`src/rtl/cr_sysio_srst_ctrl.sv`:
```
// Sysio-side soft-reset responder: turns CP0's one-cycle reset code into a counted
// core reset pulse or a pad request/acknowledge handshake, and keeps a sticky cause record.
module cr_sysio_srst_ctrl #(
  parameter int unsigned CORE_RST_CYC    = 16,
  parameter int unsigned SYS_ACK_TIMEOUT = 256,
  parameter int unsigned CNT_W           = 9
) (
  input  logic       forever_cpuclk,
  input  logic       cpurst,
  input  logic [1:0] cp0_sysio_srst,
  input  logic       pad_sysio_sys_srst_ack,
  input  logic       sysio_srst_cause_clr,
  output logic       sysio_xx_core_srst,
  output logic       sysio_pad_sys_srst_req,
  output logic       sysio_srst_done,
  output logic       sysio_cp0_srst_busy,
  output logic [2:0] sysio_srst_cause
);

  typedef enum logic [2:0] {
    IDLE    = 3'd0,
    CORE    = 3'd1,
    SYSREQ  = 3'd2,
    SYSHOLD = 3'd3,
    DONE    = 3'd4
  } state_e;

  localparam logic [CNT_W-1:0] CORE_LOAD = CNT_W'(CORE_RST_CYC - 1);
  localparam logic [CNT_W-1:0] SYS_LOAD  = CNT_W'(SYS_ACK_TIMEOUT - 1);

  state_e           state_q, state_d;
  logic [CNT_W-1:0] cnt_q, cnt_d;
  logic [2:0]       cause_q, cause_d;

  // NOTE: sequential state is updated with non-blocking assignments so every
  // register samples the values from before the edge, independent of block order.
  always_ff @(posedge forever_cpuclk) begin
    if (cpurst) begin
      state_q <= IDLE;
      cnt_q   <= '0;
      cause_q <= '0;
    end else begin
      state_q <= state_d;
      cnt_q   <= cnt_d;
      cause_q <= cause_d;
    end
  end

  // NOTE: every variable gets a default before the case so no path leaves it
  // unassigned, which would otherwise infer a latch.
  always_comb begin
    state_d = state_q;
    cnt_d   = cnt_q;
    cause_d = sysio_srst_cause_clr ? 3'b000 : cause_q;
    unique case (state_q)
      IDLE: begin
        if (cp0_sysio_srst == 2'b01) begin
          state_d    = CORE;
          cnt_d      = CORE_LOAD;
          cause_d[0] = 1'b1;
        end else if (cp0_sysio_srst[1]) begin
          state_d    = SYSREQ;
          cnt_d      = SYS_LOAD;
          cause_d[1] = 1'b1;
        end
      end
      CORE: begin
        if (cnt_q == '0) state_d = DONE;
        else             cnt_d   = cnt_q - CNT_W'(1);
      end
      SYSREQ: begin
        // An acknowledge on the final timeout cycle still counts as a success.
        if (pad_sysio_sys_srst_ack) begin
          state_d = SYSHOLD;
        end else if (cnt_q == '0) begin
          state_d    = CORE;
          cnt_d      = CORE_LOAD;
          cause_d[2] = 1'b1;
        end else begin
          cnt_d = cnt_q - CNT_W'(1);
        end
      end
      SYSHOLD: state_d = SYSHOLD;
      DONE:    state_d = IDLE;
      default: state_d = IDLE;
    endcase
  end

  always_comb begin
    sysio_xx_core_srst     = (state_q == CORE);
    sysio_pad_sys_srst_req = (state_q == SYSREQ) || (state_q == SYSHOLD);
    sysio_srst_done        = (state_q == DONE);
    sysio_cp0_srst_busy    = (state_q != IDLE);
    sysio_srst_cause       = cause_q;
  end

endmodule

```
`config.mk`:
```
export PLATFORM = sky130hd
export DESIGN_NAME = cr_sysio_srst_ctrl
export DESIGN_NICKNAME = d
export VERILOG_FILES = /design/src/rtl/cr_sysio_srst_ctrl.sv
export SDC_FILE = /design/constraint.sdc
export NUM_CORES = 1
export LEC_CHECK = 0
export BUFFER_PORTS_ARGS = -buffer_cell sky130_fd_sc_hd__buf_2
export CORE_MARGIN = 1.5
export CORE_UTILIZATION = 35
export CTS_BUF_LIST = sky130_fd_sc_hd__clkbuf_8
export DETAILED_ROUTE_END_ITERATION = 10
export GPL_ROUTABILITY_DRIVEN = 0
export PLACE_DENSITY = 0.5
export SLEW_MARGIN = 5
export SYNTH_ARGS = -nofsm -noshare
export SYNTH_HDL_FRONTEND = slang
export SYNTH_SLANG_ARGS = --single-unit
```
`constraint.sdc`:
```
create_clock -name forever_cpuclk -period 2.29 [get_ports forever_cpuclk]
set_clock_uncertainty 0.2 [all_clocks]
set_input_delay 0.229 -clock forever_cpuclk [delete_from_list [all_inputs] [get_ports forever_cpuclk]]
set_output_delay 0.229 -clock forever_cpuclk [all_outputs]
set_load 0.05 [all_outputs]
```
==> flow_metrics.tcl <==
set metrics [dict create \
    outcome "completed" \
    endpoint_kind "output pin" \
    grt_usage_pct 17.73 \
    timing.final.crit_share_pct 93.37 \
    hold_buffers 0 \
    core_um2 3078 \
    via_per_inst 5.844 \
    synth_flop_cell "dfxtp_1" \
    h-tree-depth 1 \
    p_leak_nw 0.4776 \
    postCtsResizedCells 0 \
    cpPeakStageDelay_ns 0.45 \
    numCtsBuffers 3 \
    drv_slew 0 \
    grt_max_degree 19 \
    synth_fp_nets 132 \
    antenna_found_initial 0 \
    finalHoldViolations 0 \
    hp-class "in2reg" \
    p_int_w 0.0006453 \
    yosysTopAreaCell "dfxtp_1" \
    switching_share_pct 43.43 \
    p_switching_w 0.0004955 \
    die_width_um 60.16 \
    period_needed_ns 2.138 \
    drc 0 \
    finalSetupViolCount 0 \
    dp.cells 176 \
    grt_pass1_vias 968 \
    tightest_slew_ns 0.4967 \
    cp.required_ns 1.86 \
    diodes 0 \
    crit_buf_inv 2 \
    synth_seq_cells 15 \
    layout_commonest_cell "dfxtp_1" \
    cts-root-buf "clkbuf_8" \
    synth_edf_count 0 \
    cts_buffer_depth 2 \
    final_antenna_net_count 0 \
    pwr-share-comb_pct 47.4 \
    cts_tree "done" \
    avgRoutedWirePerCell_um 16.31 \
    finalNetCount 145 \
    yosysTopAreaCellShare_pct 26.26 \
    rsz0062_at_grt "false" \
    slew_headroom_pct 66.74 \
    worstPathArrival_ns 1.71 \
    synth_area_per_cell_um2 9.223 \
    seq_power_share_pct 33.9 \
    initial_utilization_pct 37.15 \
    async_reset_ff_share_pct 0 \
    yosysWarnings 0 \
    ys_types 57 \
    fmax_ghz 0.4677 \
    dieArea_um2 3619 \
    routed_wl_mm 2.936 \
    initialDrtViolationCount 56 \
    critPathSlowestCell "nor3b_2" \
    pin_count 13 \
    startpoint_type "flop" \
    vias 1052 \
    drv_cap 0 \
    syn_inst 124 \
    cp_cell_sequence "buf_4, nor3b_2, buf_2" \
    critPathTopFamily "buffers and inverters" \
    drt-pass1-iter-count 4 \
    clockPowerShare_pct 18.6 \
    dp_hpwl_mm 2.182 \
    drive_gt1_share_pct 30.15 \
    syn2layout_area_growth_pct 10.39 \
    clock_sinks 15 \
    die_h_um 60.16 \
    rows 20 \
    critPathMaxFanout 10 \
    layout_common_cells "15 x dfxtp_1, 12 x buf_2, 8 x inv_1" \
    postCtsSetupRepairBufs 0 \
    setup_tns_ns 0 \
    ir_worst_vdd_v 0.0004111 \
    syn-cell-area_um2 1144 \
    grt_pass1_wl_mm 4.685 \
    gr-total-overflow 0 \
    worst-setup-path-type "reg2out" \
    clk_latency_ns 0.25 \
    seq_area_frac_synth_pct 26.26 \
    path_clk_slew_ns 0.06 \
    reg2reg_setup_slack_ns 0.21 \
    finalNonFillerCells 180 \
    synth.area.top_cells "dfxtp_1 26%, a211oi_1 3.3%, buf_6 3.0%" \
    io_buffers 12 \
    p_per_area_nw_per_um2 903.6 \
]
power groups by stage:
stage | combinational [W] | clock [W] | sequential (W)
after global placement | 0.000540 | 0 | 0.000394
final | 0.000541 | 0.000212 | 0.000387
after CTS | 0.000538 | 0.000221 | 0.000386
after detailed placement | 0.000535 | 0 | 0.000392
after global routing | 0.000583 | 0.000228 | 0.000396
after floorplan | 0.000444 | 0 | 0.000375
per-stage QoR:
step	total power [W]	utilization [%]	setup WS [ns]	hold slack, ns	cell area [um2]
floorplan	0.0008187	-	0.1462	0.1737	1149
finish	0.001141	41.02	0.1517	0.06233	1262
global route	0.001207	41.02	0.08434	0.06776	1262
CTS	0.001145	41.02	0.1844	0.05851	1262
global placement	0.0009335	39.55	0.2337	0.2650	1217
detailed placement	0.0009263	39.55	0.2284	0.2649	1217
synth_stat cells (2+ instances only):
library cell	n
dfxtp_1	15
inv_1	7
a21oi_1	6
nand2_1	6
nor2_1	6
a211oi_1	5
nand2b_1	5
nor3_1	5
nor4_1	4
and2_1	3
buf_6	3
a31oi_1	2
clkbuf_1	2
clkbuf_8	2
ha_1	2
nand3_1	2
nor2b_1	2
nor3b_1	2
o2111ai_1	2
o211ai_1	2
o21ai_0	2
o31ai_1	2
or3_1	2
or3_2	2
cells by family after synthesis:
group,count (synthesis),share of synthesized area [%]
xor+xnor,1,0.7660
buf+inv,15,8.973
simple gates,55,34.90
compound gates,36,26.92
flops,15,26.26
fa+ha+maj,2,2.188
sequential cells by signal (all words and copies together) (netlist names):
name              cells
sysio_srst_cause      3
state_q               3
cnt_q                 9
metal layers:
| layer | track usage, % | vias up | wire (um) |
|---|---|---|---|
| met1 | 25.13 | 480 | 1340 |
| met3 | 3.896 | 8 | 203 |
| met5 | 0 | - | 0 |
| li1 | - | 506 | - |
| met2 | 24.38 | 58 | 1331 |
| met4 | 9.841 | 0 | 60 |
cell type report:
cell class                 instances  area [um2]
fill                             314        1815
multi-input combinational         94       745.7
sequential                        15       300.3
timing repair buffer              16       90.09
tap                               44       55.05
clock buffer                       3       41.29
inverter                           7       26.28
clock inverter                     1       3.754
worst register-to-register path: cells and delay by family (launching register included):
| family | cells | cell delay [ns] |
|---|---|---|
| compound gates | 2 | 0.53 |
| buf+inv | 1 | 0.09 |
| simple gates | 2 | 0.63 |
| flops | 1 | 0.35 |
| fa+ha+maj | 1 | 0.17 |
worst paths after layout:
check,to,from,cells past startpoint
max,sysio_xx_core_srst,state_q[2],3
min,state_q[1],cp0_sysio_srst[1],3
max reg2reg,cnt_q[8],cnt_q[0],6
min reg2reg,sysio_srst_cause[1],sysio_srst_cause[1],2
Power figures use the tool's default switching activity.
